--- src/rtl/goldschmidt_pkg.sv ---
// Shared types and Q16.16 constants for the Goldschmidt divider controller.
package goldschmidt_pkg;

  localparam int unsigned WORD_W      = 32;
  localparam int unsigned FRAC_W      = 16;
  localparam int unsigned NORM_BIT    = FRAC_W - 1;
  localparam int unsigned POS_W       = 5;
  localparam int unsigned SHIFT_W     = 6;
  localparam int unsigned ITER_W      = 4;
  localparam int unsigned CNT_W       = 3;
  localparam int unsigned DEF_ITER    = 4;
  localparam int unsigned DEF_MUL_LAT = 2;

  typedef enum logic [2:0] {
    IDLE  = 3'd0,
    NORM  = 3'd1,
    FCALC = 3'd2,
    MUL   = 3'd3,
    DONE  = 3'd4
  } state_t;

  // Signed shift that moves the leading one to NORM_BIT (positive = right).
  function automatic logic [SHIFT_W-1:0] norm_shift_of(input logic [POS_W-1:0] pos);
    return SHIFT_W'({1'b0, pos}) - SHIFT_W'(NORM_BIT);
  endfunction

endpackage

--- src/rtl/lead_one_enc.sv ---
// 32-bit leading-one priority encoder with an all-zero flag.
module lead_one_enc
  import goldschmidt_pkg::*;
(
  input  logic [WORD_W-1:0] d,
  output logic [POS_W-1:0]  pos,
  output logic              zero
);

  // Highest set bit wins; pos is 0 when d is all zero.
  always_comb begin
    pos = '0;
    for (int i = 0; i < int'(WORD_W); i++) begin
      if (d[i]) pos = POS_W'(i);
    end
  end

  assign zero = (d == '0);

endmodule

--- src/rtl/goldschmidt_ctrl.sv ---
// Sequencing controller for the Goldschmidt fixed-point divider datapath.
module goldschmidt_ctrl
  import goldschmidt_pkg::*;
#(
  parameter int unsigned ITER    = DEF_ITER,
  parameter int unsigned MUL_LAT = DEF_MUL_LAT
) (
  input  logic        clk,
  input  logic        reset,
  input  logic        start,
  input  logic [31:0] divisor,
  output logic        busy,
  output logic        done,
  output logic        div_zero,
  output logic        ld_in,
  output logic        ld_norm,
  output logic [5:0]  norm_shift,
  output logic        ld_f,
  output logic        mul_en,
  output logic        ld_nd,
  output logic [3:0]  iter
);

  localparam logic [ITER_W-1:0] ITER_LAST = ITER_W'(ITER - 1);
  localparam logic [CNT_W-1:0]  LAT_LAST  = CNT_W'(MUL_LAT - 1);

  state_t              state_q, state_n;
  logic [ITER_W-1:0]   iter_n;
  logic [CNT_W-1:0]    cnt_q, cnt_n;
  logic                flag_q, flag_n;
  logic [WORD_W-1:0]   div_q, div_n;
  logic [SHIFT_W-1:0]  shift_n;
  logic                busy_n, done_n, div_zero_n;
  logic                ld_norm_n, ld_f_n, mul_en_n, ld_nd_n;

  logic [WORD_W-1:0]   enc_in;
  logic [POS_W-1:0]    lead_pos;
  logic                enc_zero;

  // Encoder looks at the live operand while idle, the latched copy afterwards.
  assign enc_in = (state_q == IDLE) ? divisor : div_q;

  lead_one_enc u_enc (
    .d    (enc_in),
    .pos  (lead_pos),
    .zero (enc_zero)
  );

  // Operand load strobe follows start directly so N/D capture in the accept cycle.
  assign ld_in = (state_q == IDLE) && start && !reset;

  // Next-state, bookkeeping and next-cycle output decode.
  always_comb begin
    state_n = state_q;
    iter_n  = iter;
    cnt_n   = cnt_q;
    flag_n  = flag_q;
    div_n   = div_q;
    shift_n = norm_shift;

    unique case (state_q)
      IDLE: begin
        if (start) begin
          if (enc_zero) begin
            flag_n  = 1'b1;
            shift_n = '0;
            state_n = DONE;
          end else begin
            div_n   = divisor;
            shift_n = norm_shift_of(lead_pos);
            state_n = NORM;
          end
        end
      end
      NORM: begin
        shift_n = norm_shift_of(lead_pos);
        state_n = FCALC;
      end
      FCALC: begin
        cnt_n   = '0;
        state_n = MUL;
      end
      MUL: begin
        if (cnt_q == LAT_LAST) begin
          if (iter == ITER_LAST) begin
            state_n = DONE;
          end else begin
            iter_n  = iter + ITER_W'(1);
            state_n = FCALC;
          end
        end else begin
          cnt_n = cnt_q + CNT_W'(1);
        end
      end
      DONE: begin
        iter_n  = '0;
        cnt_n   = '0;
        flag_n  = 1'b0;
        div_n   = '0;
        state_n = IDLE;
      end
      default: state_n = IDLE;
    endcase

    busy_n     = (state_n != IDLE);
    done_n     = (state_n == DONE);
    div_zero_n = (state_n == DONE) && flag_n;
    ld_norm_n  = (state_n == NORM);
    ld_f_n     = (state_n == FCALC);
    mul_en_n   = (state_n == MUL);
    ld_nd_n    = (state_n == MUL) && (cnt_n == LAT_LAST);
  end

  // State, counters and registered datapath controls.
  always_ff @(posedge clk) begin
    if (reset) begin
      state_q    <= IDLE;
      iter       <= '0;
      cnt_q      <= '0;
      flag_q     <= 1'b0;
      div_q      <= '0;
      norm_shift <= '0;
      busy       <= 1'b0;
      done       <= 1'b0;
      div_zero   <= 1'b0;
      ld_norm    <= 1'b0;
      ld_f       <= 1'b0;
      mul_en     <= 1'b0;
      ld_nd      <= 1'b0;
    end else begin
      state_q    <= state_n;
      iter       <= iter_n;
      cnt_q      <= cnt_n;
      flag_q     <= flag_n;
      div_q      <= div_n;
      norm_shift <= shift_n;
      busy       <= busy_n;
      done       <= done_n;
      div_zero   <= div_zero_n;
      ld_norm    <= ld_norm_n;
      ld_f       <= ld_f_n;
      mul_en     <= mul_en_n;
      ld_nd      <= ld_nd_n;
    end
  end

endmodule

--- config.mk ---
export PLATFORM = sky130hd
export DESIGN_NAME = goldschmidt_ctrl
export DESIGN_NICKNAME = d
export VERILOG_FILES = /design/src/rtl/goldschmidt_pkg.sv /design/src/rtl/lead_one_enc.sv /design/src/rtl/goldschmidt_ctrl.sv
export SDC_FILE = /design/constraint.sdc
export NUM_CORES = 1
export LEC_CHECK = 0
export ABC_AREA = 1
export BUFFER_PORTS_ARGS = -buffer_cell sky130_fd_sc_hd__buf_2
export CAP_MARGIN = 20
export CORE_MARGIN = 3
export CORE_UTILIZATION = 56
export DETAILED_ROUTE_END_ITERATION = 10
export PLACE_DENSITY = 0.8
export SYNTH_ARGS = -nofsm -noshare
export SYNTH_HDL_FRONTEND = slang
export SYNTH_SLANG_ARGS = --single-unit
--- constraint.sdc ---
create_clock -name clk -period 4.1 [get_ports clk]
set_clock_uncertainty 0.05 [all_clocks]
set_input_delay 0 -clock clk [delete_from_list [all_inputs] [get_ports clk]]
set_output_delay 0 -clock clk [all_outputs]
set_load 0.01 [all_outputs]
==> After elaboration in Yosys (flattened, before gate mapping) <==
Cells that the tools add are included.
{ "word_totals": {"in_bits": 35, "out_inout_bits": 18, "word_cells": 97, "register_bits": 56} }
{ "classes": {"add_sub_neg": 3, "eq_ne": 15, "mux": 51, "n_reduce_logical": 15} }
{ "ops": {"columns": ["operator", "count"], "rows": [
  ["$mux W32", 3],
  ["$mux W5", 16],
  ["$pmux W32 S2", 1],
  ["$mux W4", 10],
  ["$logic_not A32 Y1", 1],
  ["$mux W3", 9],
  ["$eq A3 B1 Y1 const B", 4],
  ["$eq A3 B2 Y1 const B", 4],
  ["$mux W6", 2],
  ["$pmux W3 S4", 1],
  ["$pmux W6 S2", 1],
  ["$ne A2 B2 Y1 const B", 4],
  ["$pmux W4 S2", 1],
  ["$eq A3 B3 Y1 const B", 2],
  ["$pmux W3 S2", 1],
  ["$reduce_and A3 Y1", 2],
  ["$reduce_bool A2 Y1", 3],
  ["$sub A5 B4 Y6 const B", 1],
  ["$add A4 B1 Y4 const B", 1],
  ["$eq A4 B2 Y1 const B", 1],
  ["$logic_and A1 B1 Y1", 4],
  ["$mux W2", 2],
  ["$add A3 B1 Y3 const B", 1],
  ["$logic_not A3 Y1", 1],
  ["other kinds (6)", 8]
]} }

==> Longest topological paths before layout <==
{ "logic_depth": {"word_depth": 37, "depth_mapped": 41, "depth_no_buf": 41} }

==> By module <==
Synthesis repeated with hierarchy kept, for this count alone.
{ "hier_totals": {"hier_cells": 511, "hier_area_um2": 3134.3} }
{ "by_module_without_submodules": {"columns": ["module", "area_per_inst_um2", "seq_area_each_um2", "cells_per_inst", "instances"], "rows": [
  ["goldschmidt_ctrl", 2718.9, 1121.1, 405, 1],
  ["lead_one_enc", 415.4, 0.0, 106, 1]
]} }

==> Worst setup path before layout <==
No wires, ideal clock.
{ "synth_timing": {"path_kind": "register to register", "start": "reg state_q[0]", "end": "reg norm_shift[4]", "required_time_ns": 3.980, "slack_ns": 1.209, "period_less_slack_ns": 2.891, "arrival_ns": 2.771, "path_stages_with_launch": 40, "path_buffers": 1, "setup_ns": 0.070, "cell_sequence": "dfxtp_1 nor2_4 nand2_4 buf_6 o21ai_2 nand2_1 nand2_1 nand2_1 nand2_1 nand2_1 nand2_1 nand2_1 nand2_1 nand2_1 nand2_1 nand2_1 nand2_1 nand2_1 [... 4 more ...] nand2_1 nand2_1 nand2_1 nand2_1 nand2_1 nand2_1 nand2_1 nand2_1 nand2_1 nand2_2 nand2_2 ha_1 inv_1 nor2_1 nand2_1 xnor2_1 nand2_1 a21oi_1"} }
{ "synth_via": {"elab_chain_len": 37, "elab_cells_between_ends": 42, "classes_between": "add/sub (1); eq/ne (2); mux (35); reduce/logical (4)"} }
{ "synth_lines": {"columns": ["item", "line", "text"], "rows": [
  ["start: declaration", "goldschmidt_ctrl.sv:27", "state_t state_q, state_n;"],
  ["start signal: assignment", "goldschmidt_ctrl.sv:131", "state_q <= state_n;"],
  ["$logic_not A3 Y1", "goldschmidt_ctrl.sv:41, goldschmidt_ctrl.sv:61", null],
  ["$mux W32", "goldschmidt_ctrl.sv:41", "assign enc_in = (state_q == IDLE) ? divisor : div_q;"],
  ["$mux W1", "lead_one_enc.sv:14", "if (d[i]) pos = POS_W'(i);"],
  ["$mux W2 (2 in series)", "lead_one_enc.sv:14", null],
  ["$mux W3 (4 in series)", "lead_one_enc.sv:14", null],
  ["$mux W4 (8 in series)", "lead_one_enc.sv:14", null],
  ["$mux W5 (16 in series)", "lead_one_enc.sv:14", null],
  ["$sub A5 B4 Y6", "goldschmidt_pkg.sv:24", "return SHIFT_W'({1'b0, pos}) - SHIFT_W'(NORM_BIT);"],
  ["$mux W6", "goldschmidt_ctrl.sv:64", "if (enc_zero) begin"],
  ["$mux W6", "goldschmidt_ctrl.sv:63", "if (start) begin"],
  ["$pmux W6 S2", "goldschmidt_ctrl.sv:61", "unique case (state_q)"],
  ["end signal: assignment", "goldschmidt_ctrl.sv:136", "norm_shift <= shift_n;"],
  ["end: declaration", "goldschmidt_ctrl.sv:17", "output logic [5:0] norm_shift,"]
]} }
Several ways; a longest one is shown, not always the timed one. The select of a mux whose other input is x is not followed.
A chain may end at the register's enable or synchronous reset.

==> Worst setup path in the final report <==
{ "layout_timing": {"start": "reg state_q[2]", "end": "reg norm_shift[4]"} }
The elaborated chain is that of the path after synthesis.

==> key figures <==
Status
  • Status: complete, no violations

Clocking
  • H-tree levels: 2
  • CTS Hold Bufs: 32
  • Post-CTS setup buffers: 0
  • CTS root buf: clkbuf_8
  • CTS tree: done
  • TritonCTS buffer count: 5
  • Cts repair resizes: 0
  • Clock sink count: 56
  • Clock Latency Late Sink: 0.31 ns
  • Max Root-Sink Buffers: 2
  • Clock transition at path regs: 0.10 ns

Floorplan
  • Die Ht: 78.40 um
  • Die ar.: 6147 um^2
  • Row count: 25
  • CORE AREA: 4880 um^2
  • Number of I/O pins: 53
  • Die Wd: 78.40 um
  • Initial core utilization: 60.15%

GRT
  • First-pass GRT wire length: 12.24 mm
  • Vias in the first global route: 2839
  • Initial antenna violation count: 0
  • All-layer global routing usage: 24.26%
  • Total gr overflow: 0
  • Largest net degree at the start of global routing: 47

Worst setup path
  • Worst EP arrival: 3.77 ns
  • Crit path kind: flop to flop
  • CP top delay family: simple AND/OR/NAND/NOR gates
  • CP bufs+invs: 3
  • Req. time, crit path: 4.29 ns
  • Max FO, Critical Path: 31
  • Crit-path most repeated cell: nand2_1
  • Startpoint types: flop
  • CP max stage delay: 0.37 ns
  • Worst path slowest cell: dfxtp_1
  • Crit end category: flop

Final layout
  • Multi-input gate area: 1533 um^2
  • Area growth syn-to-layout: 23.02%
  • N_diodes: 0
  • Reg area: 1121 um^2
  • Finished Layout Cells: 572
  • Share of cells above drive strength 1: 16.63%
  • Nets: 543
  • Filler cell count: 427

Yosys
  • Synth cell types: 42
  • Cell taking the most area after synthesis: dfxtp_1
  • Dominant synthesized flop cell: dfxtp_1
  • Sequential share of the synthesized area: 38.19%
  • EDFF count, synth: 0
  • Mapped cell area: 2935 um^2
  • Most frequent cell after synthesis: nand2_1
  • Mapped Cells: 428
  • Ys Warns: 0
  • Fraction of registers with async set or reset after synthesis: 0%
  • Yosys reg bits: 56
  • Syn_nets: 467
  • Synth area leaders: dfxtp_1, nand2_1, a21oi_1
  • Synth top cells by count: nand2_1, dfxtp_1, a21oi_1, inv_1, nor2_1
  • Mean Syn Cell Area: 6.858 um^2
  • Synth top area share: 38.19%

Drt
  • Wirelength per Cell: 12.39 um
  • Vias: 2944
  • Detailed Route WL: 7.086 mm
  • DRT Pass-1 Iters: 5
  • Detailed-route DRC error count: 0
  • Final antenna-violating net count: 0
  • DR iter-0 viols: 183
  • Via-per-instance ratio: 5.147

Timing
  • Setup_tns: 0 ns
  • Final Max Slew Viols: 0
  • Final setup viols: 0
  • Final Critical Period: 3.574 ns
  • Worst-Margin Slew: 0.9778 ns
  • Fmax: 279.8 MHz
  • Slew headroom: 34.58%
  • RSZ-0062 raised after global routing: no
  • Crit share post-route: 87.18%
  • Endpoints failing hold: 0

Placed design
  • GPL Wtd Cong: 0.8082
  • Cell count after placement: 532
  • DP HPWL: 4.637 mm
  • IO buf count: 52

Power and ir drop
  • Peak VDD IR: 0.0002528 V
  • LEAKAGE: 0.001639 uW
  • PwrDens: 518.9 nW/um^2
  • Total power: 1874 uW

Min path
  • Hold Crit Class: input pin to flop

Job
  • Max-cap violations: 0
[sequential cells by signal, indices dropped and copies added (netlist names)]
name        cells
div_q          32
norm_shift      6
iter            4
cnt_q           3
state_q         3
busy            1
div_zero        1
done            1
flag_q          1
ld_f            1
ld_nd           1
ld_norm         1
mul_en          1
[tightest hold or removal path, stage by stage]
cell and delay (ns):
buf_2 0.10, inv_1 0.08, nor2_1 0.09, a21oi_1 0.14, nor2_1 0.05
[logic make-up (layout without fill, tap and decap cells)]
| family | after synthesis | in the layout | share of synthesized area, % |
|---|---|---|---|
| AND/OR/NAND/NOR | 194 | 194 | 28.05 |
| buffers and inverters | 68 | 145 | 9.590 |
| XOR/XNOR | 2 | 2 | 0.5969 |
| adder cells (fa/ha/maj) | 4 | 4 | 1.705 |
| flip-flops | 56 | 56 | 38.19 |
| AO/OA/AOI/OAI | 93 | 93 | 17.31 |
| multiplexers | 11 | 11 | 4.561 |
[layout make-up]
type                       count  share of cell area, %
sequential                    56                  31.05
tap                           67                  2.322
multi-input combinational    304                  42.45
inverter                      52                  5.405
clock buffer                   8                  2.495
timing repair buffer          85                  16.29
[power by group]
group          internal [uW]  switching (uW)
logic                    333             553
registers                633            41.2
clock network            138             176
[path summary, 6_finish.rpt]
kind              start            end  slack (ns)  cells past startpoint
max          state_q[2]  norm_shift[4]        0.53                     35
min               start       div_q[0]        0.13                      5
max reg2reg  state_q[2]  norm_shift[4]        0.53                     35
min reg2reg      flag_q         flag_q        0.41                      2
[metrics by stage]
| step | area (um^2) | hold WS [ns] | utilization (%) | worst slack [ns] |
|---|---|---|---|---|
| 2_1_floorplan | 2935 | 0.09339 | - | 1.209 |
| 6_report | 3611 | 0.1339 | 74.00 | 0.5256 |
| 4_1_cts | 3611 | 0.1246 | 74.00 | 0.5203 |
| 5_1_grt | 3611 | 0.1749 | 74.00 | 0.05785 |
| 3_5_place_dp | 3201 | 0.2181 | 65.59 | 0.5498 |
| 3_3_place_gp | 3201 | 0.2128 | 65.59 | 0.7016 |
[cell usage in the layout, fill, tap and decap left out, types with 4 or more instances in the layout]
cell	instances
o21ai_1	12
nand3_1	25
clkbuf_8	6
a21oi_1	47
ha_1	4
inv_1	47
nand2_1	108
dlygate4sd3_1	32
nor2_1	40
mux2i_1	7
o21ai_0	20
o21ai_2	6
dfxtp_1	56
nor3_1	4
buf_2	52
inv_2	4
[routing by layer]
metal	GRT usage, %	vias up	wire length, um
met5	0	-	0
met2	46.66	60	3678
met1	27.83	1345	3070
met4	6.294	0	88
met3	3.440	8	248
li1	-	1531	-
(Power assumes the default switching activity.)
